## src/rtl/wb_write_queue.sv

```systemverilog
// Writeback queue in front of the single regfile write port: merges LSU and pipeline results in arrival order.
// Optional macro WB_FWD_EN adds rs/rt forwarding of queued data and suppresses pending stalls.
module wb_write_queue #(
    parameter int DEPTH = 4
) (
    input  logic        clock_i,
    input  logic        reset_i,
    input  logic        lsu_valid_i,
    input  logic [4:0]  lsu_addr_i,
    input  logic [31:0] lsu_data_i,
    output logic        lsu_ready_o,
    input  logic        pipe_valid_i,
    input  logic [4:0]  pipe_addr_i,
    input  logic [31:0] pipe_data_i,
    output logic        pipe_ready_o,
    output logic        regfile_write_enable_o,
    output logic [4:0]  regfile_write_addr_o,
    output logic [31:0] regfile_write_data_o,
    input  logic [4:0]  rs_query_addr_i,
    input  logic [4:0]  rt_query_addr_i,
    output logic        rs_pending_o,
    output logic        rt_pending_o,
    output logic        rs_fwd_valid_o,
    output logic        rt_fwd_valid_o,
    output logic [31:0] rs_fwd_data_o,
    output logic [31:0] rt_fwd_data_o
);

    localparam int PTR_W = $clog2(DEPTH);
    localparam int CNT_W = $clog2(DEPTH + 1);

    logic [4:0]       addr_q [DEPTH];
    logic [31:0]      data_q [DEPTH];
    logic [PTR_W-1:0] head;
    logic [PTR_W-1:0] tail;
    logic [CNT_W-1:0] count;

    logic             not_empty;
    logic [CNT_W:0]   free;
    logic             lsu_accept;
    logic             pipe_accept;
    logic             lsu_enq;
    logic             pipe_enq;
    logic [PTR_W-1:0] pipe_slot;

    assign not_empty = (count != '0);

    // The head is popped this edge, so its slot is already usable by an incoming request.
    assign free = (CNT_W+1)'(DEPTH) - {1'b0, count} + {{CNT_W{1'b0}}, not_empty};

    assign lsu_ready_o  = reset_i && (free >= (CNT_W+1)'(1));
    assign pipe_ready_o = reset_i && (lsu_valid_i ? (free >= (CNT_W+1)'(2))
                                                  : (free >= (CNT_W+1)'(1)));

    assign lsu_accept  = lsu_valid_i  && lsu_ready_o;
    assign pipe_accept = pipe_valid_i && pipe_ready_o;
    assign lsu_enq     = lsu_accept  && (lsu_addr_i  != 5'd0);
    assign pipe_enq    = pipe_accept && (pipe_addr_i != 5'd0);
    assign pipe_slot   = tail + PTR_W'(lsu_enq);

    always_ff @(posedge clock_i or negedge reset_i) begin
        if (!reset_i) begin
            head  <= '0;
            tail  <= '0;
            count <= '0;
        end else begin
            head  <= head + PTR_W'(not_empty);
            tail  <= tail + PTR_W'(lsu_enq) + PTR_W'(pipe_enq);
            count <= count + CNT_W'(lsu_enq) + CNT_W'(pipe_enq) - CNT_W'(not_empty);
        end
    end

    // LSU is older than the pipeline result when both arrive together.
    always_ff @(posedge clock_i) begin
        if (lsu_enq) begin
            addr_q[tail] <= lsu_addr_i;
            data_q[tail] <= lsu_data_i;
        end
        if (pipe_enq) begin
            addr_q[pipe_slot] <= pipe_addr_i;
            data_q[pipe_slot] <= pipe_data_i;
        end
    end

    assign regfile_write_enable_o = not_empty;
    assign regfile_write_addr_o   = not_empty ? addr_q[head] : 5'd0;
    assign regfile_write_data_o   = not_empty ? data_q[head] : 32'd0;

    logic             rs_hit;
    logic             rt_hit;
    logic [PTR_W-1:0] idx;
`ifdef WB_FWD_EN
    logic [31:0]      rs_data;
    logic [31:0]      rt_data;
`endif

    // Scan non-head entries oldest to youngest so the last match wins; the head is bypassed by the regfile.
    always_comb begin
        rs_hit = 1'b0;
        rt_hit = 1'b0;
        idx    = '0;
`ifdef WB_FWD_EN
        rs_data = 32'd0;
        rt_data = 32'd0;
`endif
        for (int k = 1; k < DEPTH; k++) begin
            idx = head + PTR_W'(k);
            if (CNT_W'(k) < count) begin
                if (addr_q[idx] == rs_query_addr_i) begin
                    rs_hit = 1'b1;
`ifdef WB_FWD_EN
                    rs_data = data_q[idx];
`endif
                end
                if (addr_q[idx] == rt_query_addr_i) begin
                    rt_hit = 1'b1;
`ifdef WB_FWD_EN
                    rt_data = data_q[idx];
`endif
                end
            end
        end
        if (rs_query_addr_i == 5'd0) rs_hit = 1'b0;
        if (rt_query_addr_i == 5'd0) rt_hit = 1'b0;
    end

`ifdef WB_FWD_EN
    assign rs_fwd_valid_o = rs_hit;
    assign rt_fwd_valid_o = rt_hit;
    assign rs_fwd_data_o  = rs_data;
    assign rt_fwd_data_o  = rt_data;
    // Every queued match is forwarded, so decode never needs to stall.
    assign rs_pending_o   = rs_hit && !rs_fwd_valid_o;
    assign rt_pending_o   = rt_hit && !rt_fwd_valid_o;
`else
    assign rs_fwd_valid_o = 1'b0;
    assign rt_fwd_valid_o = 1'b0;
    assign rs_fwd_data_o  = 32'd0;
    assign rt_fwd_data_o  = 32'd0;
    assign rs_pending_o   = rs_hit;
    assign rt_pending_o   = rt_hit;
`endif

endmodule

```

## config.mk

```make
export PLATFORM = sky130hd
export DESIGN_NAME = wb_write_queue
export DESIGN_NICKNAME = d
export VERILOG_FILES = /design/src/rtl/wb_write_queue.sv
export SDC_FILE = /design/constraint.sdc
export NUM_CORES = 1
export LEC_CHECK = 0
export CAP_MARGIN = 20
export CORE_AREA = 2 2 126 128
export DETAILED_ROUTE_END_ITERATION = 7
export DIE_AREA = 0 0 128 130
export DONT_BUFFER_PORTS = 1
export GPL_ROUTABILITY_DRIVEN = 1
export PLACE_DENSITY = 0.84
export SETUP_SLACK_MARGIN = 0.05
export SLEW_MARGIN = 20
export SYNTH_ARGS = -nofsm -noshare
export SYNTH_HDL_FRONTEND = slang
export SYNTH_SLANG_ARGS = --single-unit
```

## constraint.sdc

```tcl
create_clock -name clock_i -period 6.5 [get_ports clock_i]
set_input_delay 1.625 -clock clock_i [delete_from_list [all_inputs] [get_ports clock_i]]
set_output_delay 1.625 -clock clock_i [all_outputs]
set_load 0.005 [all_outputs]
```

After elaboration in Yosys (flattened, before gate mapping)
Memory sizes are Yosys's and may differ from the RTL's. Index checks and enable logic that the tools add are counted.

Bits in registers: 7. Latch bits: 0. Memory bits (writable): 148. Memory bits (read-only): 0. Input bits: 88. Output and inout port bits: 108. Memories: 2.

Memories: data_q (words 4, bits a word 32, read ports 1, clocked after Yosys merged registers in 0, write ports 2, RTL line 33) `logic [31:0] data_q [DEPTH];`; addr_q (words 4, bits a word 5, read ports 4, clocked after Yosys merged registers in 0, write ports 2, RTL line 32) `logic [4:0] addr_q [DEPTH];`.

Add/subtract/negate cells: 11. Multipliers: 0. Div/mod/pow operators: 0. Order comparisons: 5. Equality and inequality tests: 6. Shifts and indexed selects: 0. Multiplexer cells: 21. Bitwise logic cells: 0. Reduce and logical (&&, ||, !) cells: 11.

Operators with widths (number): $mux 32 (1); $eq 5x5->1 (6); $mux 1 (19); $logic_not 5->1 (2); $reduce_bool 5->1 (2); $add 2x1->2 (3); $add 3x1->3 (2); $logic_and 1x1->1 (6); $lt 2x3->1 const A (2); $mux 5 (1); $add 2x2->2 const B (2); $add 4x1->4 (1); $ge 4x1->1 const B (1); $ge 4x2->1 const B (1); $sub 3x3->4 const A (1); $lt 1x3->1 const A (1); $reduce_bool 3->1 (1); $sub 3x1->3 (1); $add 2x1->2 const B (1).

Logic depth before layout (Yosys ltp)
Gate-level depths: netlist of run 1. An unclocked memory read counts as a cell.

Depth after elaboration: 10. Depth in mapped cells: 17. Depth with buffers taken out: 13.

Worst setup path after synthesis of run 1
OpenSTA, ideal clock, no wires.

Path kind: input-to-reg. From: in lsu_addr_i[0]. To: mem addr_q[2][0] (enable). Setup time: 0.439 ns. Arrival time: 4.429 ns. Required time: 6.061 ns. Path slack: 1.632 ns. Cell stages on the path: 9. Cell sequence: or4_1 o21a_1 o211ai_1 inv_1 ha_1 nor3_2 buf_6 buf_8 o21bai_1.

RTL lines: start, declared (RTL line 9) `input logic [4:0] lsu_addr_i,`; end, declared (RTL line 32).

==> impl_results.md, run 1 <==
* Post-DRT Antenna Nets at 0
* Hold-fix buffers, CTS at 0
* Fill cells at 1011
* Routed wire length at 19.26 mm
* First-pass GRT wire length at 28.79 mm
* Nets at 709
* Post-synth ARST share at 0.04516
* Clk slew on worst S/H paths at 0.06 ns
* DP Area at 9525 um^2
* GR Util All Layers at 0.2337
* Synthesized cell area at 9713 um^2
* Syn-to-layout area delta at 4.019%
* Post-synthesis sequential area ratio at 0.4756
* Post-CTS setup buffers at 0
* Compound-cell area share of the yosys netlist at 0.01353
* Synthesized instance count at 621
* Deepest clock path buffer count at 2
* Worst path cell trace: or4_1 -> o21a_1 -> o211ai_1 -> inv_1 -> ha_1 -> nor3_4 -> buf_4 -> mux2_2
* Critical path class: input port to flip-flop
* Yosys top cell area share at 0.4576
* Core Region at 15420 um^2
* Sink Count at 155
* Die Wd at 128 um
* RePlAce Congestion at 0.8292
* CP max stage delay at 0.64 ns
* Pre-antenna DRT Iters at 6
* Combinational family with the most area after synthesis: multiplexers
* Crit Path Max Fanout at 28
* Setup TNS at 0 ns
* VDD IR max at 0.2291 mV
* Routed vias/inst at 6.160
* Mux contribution to synthesized area at 0.3291
* Startpoint types: input port
* Number of global-route vias before repair at 5305
* Worst-Skew Late Latency at 0.42 ns
* CP bufs+invs at 2
* Port bufs at 0
* Dominant cell type by area after synthesis: edfxtp_1
* Post-synth top flop: edfxtp_1
* Seq cells post-synth at 155
* Status: finished, final reports clean
* Final-report hold violation count at 0
* Ant. Diodes at 0
* Simple-gate share of the synthesized area at 0.04625
* Total die area at 16640 um^2
* Post-synth EDFFs at 148
* Hold Crit Class: flip-flop to flip-flop
* Via count at 5014
* Yosys warns at 0
* Filler-free cell count of the finished design at 814
* DR iter-0 viols at 323
* CP endpoint kind: flip-flop
* # DRC at 0
* CTS resizes at 0
* Worst slew pin tran at 1.098 ns
* CTS Buf Count at 17
* Most frequent cells in the layout: edfxtp_1, mux2_4, mux2_2
* Fmax at 216.2 MHz
* GR Overflow Total at 0
* Count of final max-slew check failures at 0
* Ports at 196
* Placed cells at 782
* Largest net degree at the start of global routing at 56
* Max_cap viols at 0
* CTS tree: done
* H-tree depth at 4
* Dpl hpwl at 12.29 mm
* CP required at 6.66 ns
* Final Instance Area at 10100 um^2
* Top cells by area, synth: edfxtp_1, mux2_4, mux4_2
* Clock period minus final worst setup slack at 4.625 ns
* Family with the most delay on the worst path: simple AND/OR/NAND/NOR gates
* Root buf cell: clkbuf_16
* Clk_skew at 0.006857 ns
* Leak pwr at 0.003622 uW
* Initial Utilization at 0.6297
* Syn Area/Cell at 15.64 um^2
* Final setup violation count at 0
* Row count at 46
* Worst EP arrival at 4.79 ns
* Post-layout util at 0.6550
* RSZ-0062 raised after global routing: no
* Die height at 130 um
* Xor and xnor fraction of the mapped netlist area at 0.03517
* Synth unique cells at 42
* Period utilization at 0.7116
* Wire per inst at 23.66 um
* Pwr Total at 4177 uW
* Crit path max-delay cell type: nor3_4
* Ratio of cells with drive above 1 in the final layout at 0.4003
* Initial antenna violation count at 0
* Relative slew slack at 0.2679
* Post-Synth Adder-Cell Area at 0.01572
* Power per cell area at 413.4 nW/um^2
* Commonest non-fill, non-tap cell in the layout: edfxtp_1
-- cell usage after synthesis (3+ instances only) --
master / count
nor4_1: 7
xnor2_1: 15
buf_6: 8
dfrtp_1: 7
nand3_1: 3
mux2_4: 76
ha_1: 9
buf_4: 68
nor3_1: 5
mux4_2: 49
mux2i_1: 13
inv_1: 11
o21a_1: 3
nand2_1: 6
nor2_1: 5
buf_1: 4
nor2b_1: 37
edfxtp_1: 148
xor2_1: 24
buf_2: 13
nand4_1: 3
mux2_2: 73
clkbuf_1: 7
-- report_power, final --
part	internal (uW)	total, uW	switching, uW
logic	839	1640	796
registers	1400	1600	199
clock network	558	940	382
-- path summary, 6_finish.rpt --
kind | from | endpoint | slack (ns) | cells past startpoint
worst max-delay path | lsu_addr_i[0] | data_q[2][22] | 1.87 | 8
worst min-delay path | count[0] | count[0] | 0.79 | 3
worst max register to register | count[2] | data_q[2][22] | 2.27 | 11
worst min register to register | count[0] | count[0] | 0.79 | 3
max in group asynchronous | reset_i | head[0] | 5.52 | 0
min in group asynchronous | reset_i | count[0] | 0.90 | 0
-- state kept, by name (all words and copies together) (netlist names) --
register  count
addr_q       20
head          2
tail          2
data_q      128
count         3
-- logic make-up (layout without fill, tap and decap cells) --
group	count (synthesis)	count (layout)
AOI/OAI and AO/OA	14	14
xor gates and xnor gates	39	39
adders and majority gates	11	11
buffers and inverters	115	51
DFF	155	155
muxes	211	211
other	1	66
and+or+nand+nor	75	75
-- stage by stage --
| step | hold slack [ns] | setup WS, ns |
|---|---|---|
| floorplan | 0.4731 | 1.632 |
| global placement | 0.7621 | 1.571 |
| detailed placement | 0.7895 | 1.481 |
| CTS | 0.7984 | 1.836 |
| global route | 0.8561 | 1.752 |
| finish | 0.7945 | 1.875 |
-- tightest hold or removal path, stage by stage, from the launching register on --
cell and delay, ns:
dfrtp_1 0.42, inv_1 0.13, fa_1 0.18, inv_1 0.04
-- layer usage --
| layer | vias to the layer above | GRT usage | share of wire |
|---|---|---|---|
| met3 | 22 | 0.07011 | 0.078 |
| met2 | 214 | 0.4212 | 0.52 |
| met1 | 2569 | 0.2724 | 0.38 |
| met5 | - | 0 | 0 |
| li1 | 2209 | - | - |
| met4 | 0 | 0.06852 | 0.013 |
-- area by class of cell --
type	count	area [um^2]	area share
clock buffer	18	429.2	0.04248
clock inverter	13	128.9	0.01276
inverter	11	41.29	0.004087
multi-input combinational	416	4559	0.4513
sequential	155	4624	0.4577
tap	192	240.2	0.02378
timing repair buffer	9	80.08	0.007926
Note: power is estimated with default switching activity, not from simulation.
==> run 2: changes to the inputs <==
- clock period: 6.5 -> 4.35 ns (I/O delays scaled with it)
==> impl_results.md, run 2 (synthesis gave the netlist of run 1 again) <==
* Status: finished, final reports clean
* Wire per inst at 23.29 um
* Sw Pwr at 2084 uW
* CP required at 4.52 ns
* Reg2reg end: data_q[3][20]
* Startpoint types: flip-flop
* Initial Utilization at 0.6297
* Worst slew pin tran at 1.046 ns
* Clock period minus final worst setup slack at 3.814 ns
* Critical path class: flip-flop to flip-flop
* Sink Count at 155
* Fmax at 262.2 MHz
* # DRC at 0
* Worst reg2reg path depth at 13
* Dpl hpwl at 12.73 mm
* Leak pwr at 0.003700 uW
* Period utilization at 0.8767
* GR Util All Layers at 0.2362
* CP endpoint kind: flip-flop
* GR Util met1 at 0.2921
* Switching power share of the total at 0.3247
* Routed vias/inst at 6.185
* Number of global-route vias before repair at 5184
* M3 GR Usage at 0.07626
* Crit Path Max Fanout at 23
* Max_cap viols at 0
* Post-Place Worst Slack at 0.2395 ns
* Power per cell area at 625.2 nW/um^2
* Ant. Diodes at 0
* GR Overflow Total at 0
* Placed cells at 791
* Root buf cell: clkbuf_16
* Row count at 46
* RePlAce Congestion at 0.8383
* Ports at 196
* Commonest non-fill, non-tap cell in the layout: edfxtp_1
* Hold Crit Class: input port to asynchronous set/reset pin
* Setup ws final at 0.5363 ns
* R2r setup slk at 0.54 ns
* First-pass GRT wire length at 28.93 mm
* Syn-to-layout area delta at 5.694%
* Relative slew slack at 0.3028
* VDD IR max at 0.3388 mV
* Max reg flops at 128
* Final setup violation count at 0
* CTS Buf Count at 17
* Hold-fix buffers, CTS at 0
* Nets at 717
* RSZ-0062 raised after global routing: no
* Ratio of cells with drive above 1 in the final layout at 0.4041
* Most frequent cells in the layout: edfxtp_1, mux2_4, mux2_2
* Deepest clock path buffer count at 2
* Clk slew on worst S/H paths at 0.06 ns
* Filler-free cell count of the finished design at 823
* Routed wire length at 19.17 mm
* CTS tree: done
* Comb pwr share at 0.391
* Count of final max-slew check failures at 0
* Internal power at 4335 uW
* GRT busiest layer: met2
* Worst EP arrival at 3.98 ns
* Final-report hold violation count at 0
* Largest Register: data_q
* Seq pwr share at 0.371
* Via count at 5090
* FF-to-FF Start: count[2]
* Post-DRT Antenna Nets at 0
* Die Wd at 128 um
* Largest net degree at the start of global routing at 41
* Setup TNS at 0 ns
* Biggest regs: data_q x128, addr_q x20, count x3
* Total die area at 16640 um^2
* H-tree depth at 4
* Worst-Skew Late Latency at 0.42 ns
* Core Region at 15420 um^2
* GR Util met2 at 0.3998
* Pre-antenna DRT Iters at 4
* Port bufs at 0
* Clk_skew at 0.009644 ns
* Die height at 130 um
* CTS resizes at 0
* Initial antenna violation count at 0
* Clk network pwr share at 0.238
* DR iter-0 viols at 237
* Post-CTS setup buffers at 0
==> run 2: power groups by stage <==
stage	logic, uW	registers, uW	clock network [uW]
2_1_floorplan	2200	2200	0
5_1_grt	2700	2440	1610
6_report	2510	2380	1530
3_5_place_dp	2520	2420	0
4_1_cts	2540	2390	1540
3_3_place_gp	2460	2390	0
==> run 2: routing by layer <==
metal  up-vias  share of wire
met3        19          0.080
met5         -              0
met4         0          0.012
met1      2621           0.40
met2       222           0.51
li1       2228              -
==> run 2: layout make-up <==
cell class	instances	area, um^2
fillers	1032	5159
flip-flops and latches	155	4627
multi-input cells	416	4559
clock buffers	20	436.7
well taps	192	240.2
repair buffers	17	190.2
clock inverters	12	171.4
inverters	11	41.29
==> run 2: worst max path at each step <==
| stage | slack (ns) | cells after the start | startpoint | endpoint |
|---|---|---|---|---|
| 2_1_floorplan | 0.09 | 16 | count[2] | addr_q[1][0] |
| 3_3_place_gp | 0.35 | 8 | lsu_addr_i[0] | data_q[0][6] |
| 3_5_place_dp | 0.24 | 10 | lsu_addr_i[0] | data_q[3][20] |
| 4_1_cts | 0.55 | 13 | count[2] | addr_q[3][4] |
| 5_1_grt | 0.26 | 14 | count[2] | data_q[3][2] |
| 6_report | 0.54 | 13 | count[2] | data_q[3][20] |
==> run 2: through the flow <==
stage	area, um^2	hold slack, ns	utilization	power [uW]
2_1_floorplan	9962	0.4731	-	4401
3_3_place_gp	9658	0.7643	0.6261	4852
3_5_place_dp	9658	0.7747	0.6261	4944
4_1_cts	10270	0.3457	0.6656	6478
5_1_grt	10270	0.3342	0.6656	6753
6_report	10270	0.3640	0.6656	6419
==> run 2: worst max-delay path, stage by stage (launching register included) <==
cell and delay [ns]:
dfrtp_1 0.47, nor3_2 0.24, ha_1 0.19, inv_1 0.04, ha_1 0.26, o21bai_4 0.20
o211ai_1 0.33, inv_1 0.14, ha_1 0.25, xor2_1 0.33, nand2_1 0.16, nor2_4 0.13
buf_4 0.42, mux2_2 0.40
==> run 3: changes to the inputs <==
- CORE_AREA: 2 2 126 128 -> 2 2 133 135
- CTS_BUF_LIST: unset -> sky130_fd_sc_hd__clkbuf_8 sky130_fd_sc_hd__clkbuf_16
- DIE_AREA: 0 0 128 130 -> 0 0 135 137
- MAX_ROUTING_LAYER: unset -> met4
- PLACE_DENSITY: 0.84 -> 0.79
- clock period: 4.35 -> 3.3 ns (I/O delays scaled with it)
==> impl_results.md, run 3 (synthesis gave the netlist of run 1 again) <==
* First-pass GRT wire length at 30.87 mm
* H-tree depth at 4
* Worst-Skew Late Latency at 0.43 ns
* Family with the most delay on the worst path: buffers and inverters
* Nets at 756
* Most frequent cells in the layout: edfxtp_1, mux2_4, conb_1
* GR Util All Layers at 0.2350
* CP bufs+invs at 5
* Hold-fix buffers, CTS at 0
* Syn-to-layout area delta at 15.10%
* RSZ-0062 raised after global routing: yes
* Sink Count at 155
* Commonest non-fill, non-tap cell in the layout: edfxtp_1
* Placed cells at 844
* Port bufs at 0
* Crit Path Max Fanout at 13
* Die height at 137 um
* CP endpoint kind: flip-flop
* CTS Buf Count at 17
* Max_cap viols at 0
* Clk slew on worst S/H paths at 0.06 ns
* Worst path cell trace: nor3_4 -> ha_4 -> inv_2 -> ha_4 -> o21bai_4 -> o211ai_1 -> inv_1 -> ha_4 -> xnor2_4 -> nand2_2 -> nor2_4 -> buf_12 -> buf_12 -> a21o_4 -> buf_12
* Initial antenna violation count at 0
* Dpl hpwl at 14.02 mm
* Routed vias/inst at 5.884
* Startpoint types: flip-flop
* Largest Register: data_q
* Ratio of cells with drive above 1 in the final layout at 0.4612
* Core Region at 17060 um^2
* Clk_skew at 0.005584 ns
* Count of final max-slew check failures at 0
* Final setup violation count at 0
* CP max stage delay at 0.42 ns
* Via count at 5266
* Leak pwr at 0.004113 uW
* Relative slew slack at 0.6422
* Clock period minus final worst setup slack at 3.273 ns
* RePlAce Congestion at 0.8716
* Period utilization at 0.9918
* Pre-antenna DRT Iters at 6
* Setup TNS at 0 ns
* Largest net degree at the start of global routing at 39
* Root buf cell: clkbuf_16
* CP required at 3.44 ns
* Deepest clock path buffer count at 2
* Die Wd at 135 um
* GR Overflow Total at 0
* Filler-free cell count of the finished design at 895
* Status: finished, final reports clean
* DR iter-0 viols at 362
* Critical path class: flip-flop to flip-flop
* CTS tree: done
* Total die area at 18500 um^2
* Number of global-route vias before repair at 5347
* Post-layout util at 0.6554
* Hold Crit Class: input port to asynchronous set/reset pin
* Initial Utilization at 0.5695
* Power per cell area at 822.6 nW/um^2
* Fmax at 305.5 MHz
* Wire per inst at 24.19 um
* Max reg flops at 128
* Biggest regs: data_q x128, addr_q x20, count x3
* Post-DRT Antenna Nets at 0
* Ant. Diodes at 0
* Worst slew pin tran at 0.5367 ns
* Final-report hold violation count at 0
* Routed wire length at 21.65 mm
* # DRC at 0
* Crit path max-delay cell type: dfrtp_1
* Ports at 196
* Row count at 48
* VDD IR max at 0.4762 mV
* Worst EP arrival at 3.41 ns
-- run 3: cell types whose count changed in the layout (fill, tap and decap cells not counted), moves of 4 or more --
| cell | previous run | this run |
|---|---|---|
| nor4_1 | 7 | 3 |
| nor4_2 | 0 | 4 |
| buf_6 | 0 | 10 |
| buf_4 | 12 | 21 |
| mux2_2 | 73 | 40 |
| mux2_4 | 76 | 109 |
| clkbuf_16 | 17 | 24 |
| buf_12 | 5 | 17 |
-- run 3: per-stage QoR --
stage                     hold slack [ns]  total power, uW  cell area, um^2  worst slack (ns)
final                             0.08476             9196            11180           0.02704
after global routing              0.05997             9624            11180          -0.06205
after CTS                         0.06634             8956            10740           0.05630
after detailed placement           0.5299             6906            10110           -0.1829
after global placement             0.5300             6788            10110           -0.1419
after floorplan                    0.4731             5933            10130           -0.2607
-- run 3: final timing paths --
kind	startpoint	endpoint	slack [ns]	cells past startpoint
max reg2reg	count[0]	data_q[1][16]	0.03	15
min reg2reg	count[1]	count[1]	0.88	2
min	reset_i	head[0]	0.08	0
max in group asynchronous	reset_i	head[0]	3.14	0
min in group clock_i	pipe_data_i[24]	data_q[0][24]	0.60	1
max	count[0]	data_q[1][16]	0.03	15
-- run 3: metal layers --
layer | vias to the layer above | GRT usage | wire, um
li1 | 2302 | - | -
met2 | 225 | 0.3948 | 11200
met1 | 2716 | 0.2752 | 8653
met3 | 23 | 0.08000 | 1548
met5 | - | - | 0
met4 | 0 | 0.05556 | 246
-- run 3: final cells by class --
class / instances / area (um^2)
fillers: 1171 / 5877
multi-input cells: 416 / 4820
flip-flops and latches: 155 / 4628
repair buffers: 56 / 800.8
clock buffers: 17 / 425.4
well taps: 225 / 281.5
clock inverters: 15 / 182.7
inverters: 11 / 41.29
-- run 3: what timing repair did --
item | 4_1_cts | 5_1_grt
setup endpoints to repair | 21 | 177
pin swaps | 1 | 7
gates cloned | 0 | 8
buffers inserted | 2 | 9
gates resized for setup | 1 | 42
-- run 3: power by group --
| group | internal (uW) | switching, uW | total [uW] |
|---|---|---|---|
| clock network | 1250 | 762 | 2010 |
| logic | 2180 | 1980 | 4160 |
| registers | 2760 | 264 | 3020 |
